File: config.mk
export PLATFORM = sky130hd
export DESIGN_NAME = solver_dispatcher
export DESIGN_NICKNAME = d
export VERILOG_FILES = /design/src/rtl/solver_dispatcher.sv
export SDC_FILE = /design/constraint.sdc
export NUM_CORES = 1
export LEC_CHECK = 0
export ABC_AREA = 1
export CELL_PAD_IN_SITES_DETAIL_PLACEMENT = 1
export CELL_PAD_IN_SITES_GLOBAL_PLACEMENT = 1
export CORE_ASPECT_RATIO = 1.5
export CORE_MARGIN = 8
export CORE_UTILIZATION = 27
export DETAILED_ROUTE_END_ITERATION = 10
export GPL_TIMING_DRIVEN = 0
export PLACE_DENSITY_LB_ADDON = 0.05
export SETUP_SLACK_MARGIN = 0.15
export SLEW_MARGIN = 20
export SYNTH_ARGS = -nofsm -noshare
export SYNTH_HDL_FRONTEND = slang
export SYNTH_SLANG_ARGS = --single-unit
File: constraint.sdc
create_clock -name clock -period 2.9 [get_ports clock]
set_clock_uncertainty 0.1 [all_clocks]
set_input_delay 0.29 -clock clock [delete_from_list [all_inputs] [get_ports clock]]
set_output_delay 0.29 -clock clock [all_outputs]
set_load 0.005 [all_outputs]
File: src/rtl/solver_dispatcher.sv
// rtl/solver_dispatcher.sv - shares a pool of Mandelbrot solvers between one tagged job stream
// Dispatches limb-serial jobs to free solvers and collects results round-robin.
module solver_dispatcher #(
  parameter int NUM_SOLVERS     = 4,
  parameter int LIMB_INDEX_BITS = 6,
  parameter int LIMB_BITS       = 32,
  parameter int TAG_BITS        = 16
) (
  input  logic                        clock,
  input  logic                        reset,
  input  logic                        cfg_wr,
  input  logic [LIMB_INDEX_BITS-1:0]  cfg_num_limbs,
  input  logic [15:0]                 cfg_iter_lim,
  input  logic                        in_valid,
  output logic                        in_ready,
  input  logic [LIMB_BITS-1:0]        in_re,
  input  logic [LIMB_BITS-1:0]        in_im,
  input  logic [TAG_BITS-1:0]         in_tag,
  input  logic                        in_last,
  output logic [NUM_SOLVERS-1:0]      sol_wr_en,
  output logic [LIMB_INDEX_BITS-1:0]  sol_wr_ind,
  output logic [LIMB_BITS-1:0]        sol_re,
  output logic [LIMB_BITS-1:0]        sol_im,
  output logic [NUM_SOLVERS-1:0]      sol_cfg_en,
  output logic [LIMB_INDEX_BITS-1:0]  sol_num_limbs,
  output logic [15:0]                 sol_iter_lim,
  output logic [NUM_SOLVERS-1:0]      sol_start,
  input  logic [NUM_SOLVERS-1:0]      sol_out_ready,
  input  logic [16*NUM_SOLVERS-1:0]   sol_iter_count,
  output logic                        res_valid,
  input  logic                        res_ready,
  output logic [TAG_BITS-1:0]         res_tag,
  output logic [15:0]                 res_count,
  output logic [NUM_SOLVERS-1:0]      busy,
  output logic                        framing_err
);

  localparam int PW = $clog2(NUM_SOLVERS);

  typedef enum logic [1:0] {IDLE, LOAD, START} state_t;

  state_t                      state, state_next;
  logic [PW-1:0]               sel, dptr, cptr;
  logic [LIMB_INDEX_BITS-1:0]  k;
  logic [LIMB_INDEX_BITS-1:0]  num_limbs_q;
  logic [15:0]                 iter_lim_q;
  logic [TAG_BITS-1:0]         tag_mem [NUM_SOLVERS];
  logic [NUM_SOLVERS-1:0]      pend, busy_clr;
  logic                        free_found, pend_found, collect_slot, last_beat;
  logic [PW-1:0]               free_idx, pend_idx;

  function automatic logic [PW-1:0] wrap_add(input logic [PW-1:0] p, input int j);
    int s;
    s = int'(p) + j;
    if (s >= NUM_SOLVERS) s = s - NUM_SOLVERS;
    return PW'(s);
  endfunction

  // A solver is collectable only once it has been started and reports done.
  assign pend          = busy & sol_out_ready;
  assign sol_re        = in_re;
  assign sol_im        = in_im;
  assign sol_num_limbs = num_limbs_q;
  assign sol_iter_lim  = iter_lim_q;
  assign sol_wr_ind    = (state == LOAD) ? k : '0;
  assign last_beat     = (k == num_limbs_q);
  assign collect_slot  = !res_valid || res_ready;

  always_comb begin
    free_found = 1'b0;
    free_idx   = '0;
    pend_found = 1'b0;
    pend_idx   = '0;
    for (int j = 0; j < NUM_SOLVERS; j++) begin
      if (!free_found && !busy[wrap_add(dptr, j)]) begin
        free_found = 1'b1;
        free_idx   = wrap_add(dptr, j);
      end
      if (!pend_found && pend[wrap_add(cptr, j)]) begin
        pend_found = 1'b1;
        pend_idx   = wrap_add(cptr, j);
      end
    end
  end

  always_comb begin
    busy_clr = '0;
    if (collect_slot && pend_found) busy_clr[pend_idx] = 1'b1;
  end

  always_comb begin
    state_next = state;
    in_ready   = 1'b0;
    sol_wr_en  = '0;
    sol_cfg_en = '0;
    sol_start  = '0;
    case (state)
      IDLE: begin
        if (in_valid && free_found) state_next = LOAD;
      end
      LOAD: begin
        in_ready = 1'b1;
        if (in_valid) begin
          sol_wr_en[sel] = 1'b1;
          if (k == '0) sol_cfg_en[sel] = 1'b1;
          if (last_beat) state_next = START;
        end
      end
      START: begin
        sol_start[sel] = 1'b1;
        state_next     = IDLE;
      end
      default: state_next = IDLE;
    endcase
  end

  always_ff @(posedge clock) begin
    if (reset) begin
      state       <= IDLE;
      sel         <= '0;
      dptr        <= '0;
      cptr        <= '0;
      k           <= '0;
      num_limbs_q <= '0;
      iter_lim_q  <= '0;
      busy        <= '0;
      framing_err <= 1'b0;
      res_valid   <= 1'b0;
      res_tag     <= '0;
      res_count   <= '0;
      for (int i = 0; i < NUM_SOLVERS; i++) tag_mem[i] <= '0;
    end else begin
      state <= state_next;
      case (state)
        IDLE: begin
          if (cfg_wr) begin
            num_limbs_q <= cfg_num_limbs;
            iter_lim_q  <= cfg_iter_lim;
          end
          if (in_valid && free_found) sel <= free_idx;
          k <= '0;
        end
        LOAD: begin
          if (in_valid) begin
            k <= k + LIMB_INDEX_BITS'(1);
            if (k == '0) tag_mem[sel] <= in_tag;
            // Beat count decides the job length; in_last is only audited.
            if (in_last != last_beat) framing_err <= 1'b1;
          end
        end
        START: dptr <= wrap_add(sel, 1);
        default: ;
      endcase
      busy <= (busy & ~busy_clr) | sol_start;
      if (collect_slot) begin
        res_valid <= pend_found;
        if (pend_found) begin
          res_tag   <= tag_mem[pend_idx];
          res_count <= sol_iter_count[int'(pend_idx)*16 +: 16];
          cptr      <= wrap_add(pend_idx, 1);
        end
      end
    end
  end

endmodule

== After elaboration in Yosys (flattened, before gate mapping) ==
Memory sizes are Yosys's and may differ from the RTL's. A register that Yosys moved wholly into a read port is not among the register bits.
Cells that the tools add are included.

* RAM bits: 64
* Bits of input ports: 176
* Memories kept: 1
* Output and inout bits: 143
* Register bits after elaboration: 58
* Logic and storage cells: 166

{| class="wikitable"
|+ Memory list
! name !! words !! width !! rd ports !! clocked after Yosys merged registers in !! write ports !! RTL line !! RTL
|-
| tag_mem || 4 || 16 || 1 || 1 || 4 || 47 || <nowiki>logic [TAG_BITS-1:0] tag_mem [NUM_SOLVERS];</nowiki>
|}

* Multiplexer cells: 71
* $add $sub $neg: 19
* Reduce and logical (&&, ||, !) cells: 30
* Shift operators: 1
* Equality and inequality tests: 7
* $lt $le $gt $ge: 22
* Bitwise gates (word level): 4

{| class="wikitable"
|+ Operators by type and width
! operator !! count
|-
| $shiftx 64x7->16 || 1
|-
| $mux 2 || 22
|-
| $lt 2x3->1 const B || 10
|-
| $mux 4 || 7
|-
| $mux 1 || 27
|-
| $ge 3x3->1 const B || 8
|-
| $sub 2x1->2 const B || 10
|-
| $bmux 1 s2 || 8
|-
| $mux 16 || 1
|-
| $reduce_or 16->1 || 1
|-
| $add 2x1->3 const B || 4
|-
| $add 2x2->3 const B || 4
|-
| $mux 6 || 2
|-
| $pmux 6 s2 || 1
|-
| $logic_and 1x1->1 || 10
|-
| $logic_not 1->1 || 9
|-
| $and 4x4->4 || 2
|-
| $reduce_and 2->1 || 4
|-
| $add 6x1->6 const B || 1
|-
| $eq 6x6->1 || 1
|-
| $ge 2x3->1 const B || 2
|-
| $logic_not 6->1 || 1
|-
| $ne 2x2->1 const B || 3
|-
| $reduce_and 3->1 || 2
|-
| other kinds (11) || 13
|}

== Longest topological paths before layout ==
Gate-level depths: netlist of the first run.

* Depth in word-level cells: 22
* Depth in mapped cells: 18
* Gate-level depth less buffers: 15

== Worst setup path before layout of the first run ==
Ideal clock, no wire load.

* Kind: reg-to-reg
* Start: register state[0]
* End: memory tag_mem[3][0] (enable)
* Stages on the path, launching flop included: 9
* Required time: 2.386 ns
* Setup time: 0.414 ns
* Setup slack: 0.080 ns
* Period minus slack after synthesis: 2.820 ns
* Path buffers: 0
* Arrival: 2.306 ns
* Cell sequence: dfxtp_1 inv_1 nor2_2 inv_2 nor2_4 inv_2 nor2_1 inv_1 o31ai_1

{| class="wikitable"
|+ RTL lines
! item !! RTL line !! RTL
|-
| from (decl) || 42 || <nowiki>state_t state, state_next;</nowiki>
|-
| from (signal assigned) || 133 || <nowiki>state <= state_next;</nowiki>
|-
| to (decl) || 47 ||
|}

== Final worst setup path of the first run ==
* Start: register state[0]
* End: output port sol_cfg_en[0]

* Longest elaborated chain between the ends: 2

{| class="wikitable"
|+ RTL lines
! item !! RTL line !! RTL
|-
| $eq 2x1->1 || 97 || <nowiki>case (state)</nowiki>
|-
| $mux 4 || 97 ||
|-
| to (decl) || 24 || <nowiki>output logic [NUM_SOLVERS-1:0] sol_cfg_en,</nowiki>
|}

No other way between the ends.

==> results list, run 1 <==
- Syn avg cell area: 7.09 sq um
- After detailed routing, the total wire length is 30300 um.
- Crit start category: flip-flop
* Yosys warns: 0
* Top cells by area in the synthesized netlist: sky130_fd_sc_hd__edfxtp_1 24%, sky130_fd_sc_hd__dfxtp_1 18%, sky130_fd_sc_hd__nand3_1 11%, sky130_fd_sc_hd__inv_1 9.8%, sky130_fd_sc_hd__nor2_1 9.0%
* Nets@finish: 1591
- The detailed router finished its first iteration with 198 violations.
- Post-synthesis net count: 1316
- TritonCTS built the clock tree.
- Entering global routing, the biggest net connects 17 pins.
- In this run the remaining antenna-violating nets after routing total 0.
* Wire length of the first global-routing pass: 47000 um
* Fraction of layout instances using a drive strength above 1: 0.115
- Status: complete, no violations
- Of the total power, the share spent switching nets is 0.448.
* DRC viols: 0
- Counting flops with an async set or reset pin after synthesis yields a share of 0.
- The H-tree was split into 4 levels.
- STA puts the critical path data required time at 2.51 ns.
- Area of the core: 29400 sq um
- The setup check on the worst reg-to-reg path leaves a slack of 0.42 ns.
* Final worst path period share: 0.869
- Power Internal: 0.00574 W
* Number of placement rows: 77
- Port Buffer Count: 253
* WS Path Type: flip-flop to primary output
- Excluding fillers, the count of instances in the completed layout stands at 1814.
- Die Y: 227 um
* Worst hold path class: primary input to flip-flop
- Aggregate negative setup slack: 0 ns
* Sequential power share: 0.237
- Detailed routing inserted a total of 7931 vias.
- Most common cell after layout, fill and taps aside: sky130_fd_sc_hd__clkdlybuf4s50_1
- Worst hold-check slack: 0.301 ns
* Distinct cell type count after synthesis: 30
- Counting every instance in the synthesized netlist gives 1130.
- DR WL/cell: 16.7 um
- STA classifies the critical path endpoint as a primary output.
* Highest clock rate: 0.397 GHz
- Clock tree root driver cell: sky130_fd_sc_hd__clkbuf_16
- At the later pin of the worst-skew pair, clock insertion delay measures 0.42 ns.
- Final number of setup-violating endpoints: 0
- In this run, synthesis inferred 64 flip-flops with an integrated enable.
- After detailed routing, the number of vias per cell comes to 4.37.
- The share of synthesized area in the top cell type comes to 0.240.
* Antenna violations before repair: 1
- At the end of routability-driven placement, the weighted congestion stood at 0.780.
* Total power divided by cell area: 892 nW/um^2
* Area Overhead vs Synth: 45.7%
- The final number of hold-violating endpoints is 0.
- For this run, the total global-route usage over all layers was measured as 0.172.
- The number of pins exceeding their max-slew limit in the final report came to 0.
* Combinational cell fraction of total power: 0.570
- Buffers inserted during clock tree synthesis total 17.
- Post-DP HPWL: 23800 um
- For this run, the leading register cell type out of synthesis is sky130_fd_sc_hd__dfxtp_1.
- Data arrives at the worst endpoint at 2.13 ns.
- Combined area of all synthesized cells: 8010 sq um
- Number of global-route vias before repair: 8605
- #FFs+latches synth: 138
- Commonest cells after routing, fill and taps aside: 252 x sky130_fd_sc_hd__clkdlybuf4s50_1, 209 x sky130_fd_sc_hd__inv_1, 192 x sky130_fd_sc_hd__nor2_1, 180 x sky130_fd_sc_hd__nand3_1, 158 x sky130_fd_sc_hd__nand2_1
* Sinks on Clock Net: 138
- Summed over all nets, the switching power comes to 0.00466 W.
* Initial cell density of the core: 0.273
* Residual overflow from global routing: 0
- Once placement completed, the tool counted placed cells totaling 1780.
- Die footprint: 35500 sq um
- Number of max-cap violations: 0
* Hold buffers post-CTS: 0
- Unrepaired setup endpoints after global routing: false
* Critical path peak fanout: 8
* Maximum clock insertion buffer count: 2
- Width of the die: 157 um
* Length of the first detailed-routing pass in iterations: 4
- Max transition margin: 0.370
- Summed over all cells, the static leakage comes to 5.42 nW.
* Register clock-pin slew on the reported worst setup and hold paths: 0.06 ns
* Worst vdd rail ir drop: 0.450 mV
* Post-synth top area cell: sky130_fd_sc_hd__edfxtp_1
- Pin placement for this block handled 319 I/O pins.
* Portion of the post-synthesis area used by sequential elements: 0.425
* Final min period: 2.52 ns
- Of the total power, the clock network draws 0.193.
* Worst slew pin tran: 0.945 ns
==> cells by family (layout without fill, tap and decap cells) <==
kind of cell               count (synthesis)  after routing  synth area share
other                                      0              1                 0
and+or+nand+nor                          578            578             0.312
DFF                                      138            138             0.425
adders and majority gates                 10             10            0.0156
AOI/OAI and AO/OA                         67             67            0.0447
xor gates and xnor gates                   2              2           0.00219
buffers and inverters                    335            623             0.201
==> power by group through the flow <==
stage / registers [W] / clock network (W) / logic, W
final: 0.00246 / 0.00201 / 0.00593
after global placement: 0.00250 / 0 / 0.00601
after floorplan: 0.00251 / 0 / 0.00376
after CTS: 0.00247 / 0.00207 / 0.00611
after global routing: 0.00250 / 0.00214 / 0.00676
after detailed placement: 0.00251 / 0 / 0.00607
==> metrics by stage <==
stage,setup slack (ns),utilization,total power (W),area [sq um]
finish,0.381,0.397,0.0104,11700
global route,0.198,0.397,0.0114,11700
CTS,0.155,0.396,0.0106,11600
detailed placement,-0.592,0.377,0.00857,11100
global placement,-1.43,0.376,0.00852,11000
floorplan,0.165,-,0.00627,8010
==> layer usage <==
layer / vias up / track usage / wire length, um
met5: - / 0 / 13
met4: 2 / 0.0488 / 427
met3: 25 / 0.0572 / 2160
met2: 211 / 0.320 / 16100
met1: 3698 / 0.179 / 11600
li1: 3995 / - / -
==> final timing paths <==
kind | from | endpoint | depth (start not counted)
min reg2reg | framing_err$_SDFFE_PP0P_ | framing_err$_SDFFE_PP0P_ | 2
min | reset | res_count[9]$_SDFFE_PP0P_ | 4
max | state[0]$_SDFFE_PP0P_ | sol_cfg_en[0] | 9
max reg2reg | state[0]$_SDFFE_PP0P_ | tag_mem[0][6]$_SDFFCE_PN0P_ | 11
==> flip-flops by register name, summed over array words and instances, names as in the netlist <==
name	cells
res_tag	16
sel	2
tag_mem	64
res_valid	1
state	2
framing_err	1
sol_num_limbs	6
dptr	2
k	6
sol_iter_lim	16
cptr	2
res_count	16
busy	4
==> worst max-delay path, cell delays in order, from the launching register on <==
cell and delay, ns:
sky130_fd_sc_hd__dfxtp_2 0.34, sky130_fd_sc_hd__inv_1 0.06, sky130_fd_sc_hd__nor2_4 0.10, sky130_fd_sc_hd__inv_2 0.09, sky130_fd_sc_hd__nor2_4 0.12, sky130_fd_sc_hd__inv_2 0.10
sky130_fd_sc_hd__nor2_2 0.15, sky130_fd_sc_hd__inv_2 0.10, sky130_fd_sc_hd__nor2_1 0.12, sky130_fd_sc_hd__clkdlybuf4s50_1 0.52
==> final cells by class <==
class	count	area, sq um
antenna	1	2.50
buffer	119	798
clock buffer	21	462
clock inverter	11	71.3
fill	3657	17700
inverter	216	813
multi-input combinational	657	3060
sequential	138	3400
tap	395	494
timing repair buffer	256	2570
==> synthesized netlist by cell type, drive strengths merged, types with 2 or more instances <==
cell type	instances
or2	4
a21oi	21
o21ai	42
ha	10
dfxtp	74
nor3	20
nor4	3
nand3	182
clkbuf	19
edfxtp	64
nand2	167
nand4	4
buf	100
nor2	196
o31ai	2
xnor2	2
inv	216
==> timing repair <==
item / CTS / global route
buffers inserted: 0 / 1
resized for setup: 8 / 6
endpoints found under the setup margin: 36 / 36
pin swaps: 0 / 1
No activity file was read; power rests on OpenSTA's default activity.
==> inputs of run 2 (changes only) <==
--- a/config.mk
+++ b/config.mk
@@ -11,6 +11,7 @@
 export CORE_ASPECT_RATIO = 1.5
 export CORE_MARGIN = 8
 export CORE_UTILIZATION = 27
+export CTS_CLUSTER_SIZE = 28
 export DETAILED_ROUTE_END_ITERATION = 10
 export GPL_TIMING_DRIVEN = 0
 export PLACE_DENSITY_LB_ADDON = 0.05
==> results of run 2 <==
Same layout as run 1: the final DEF is identical, and so are final timing and power.
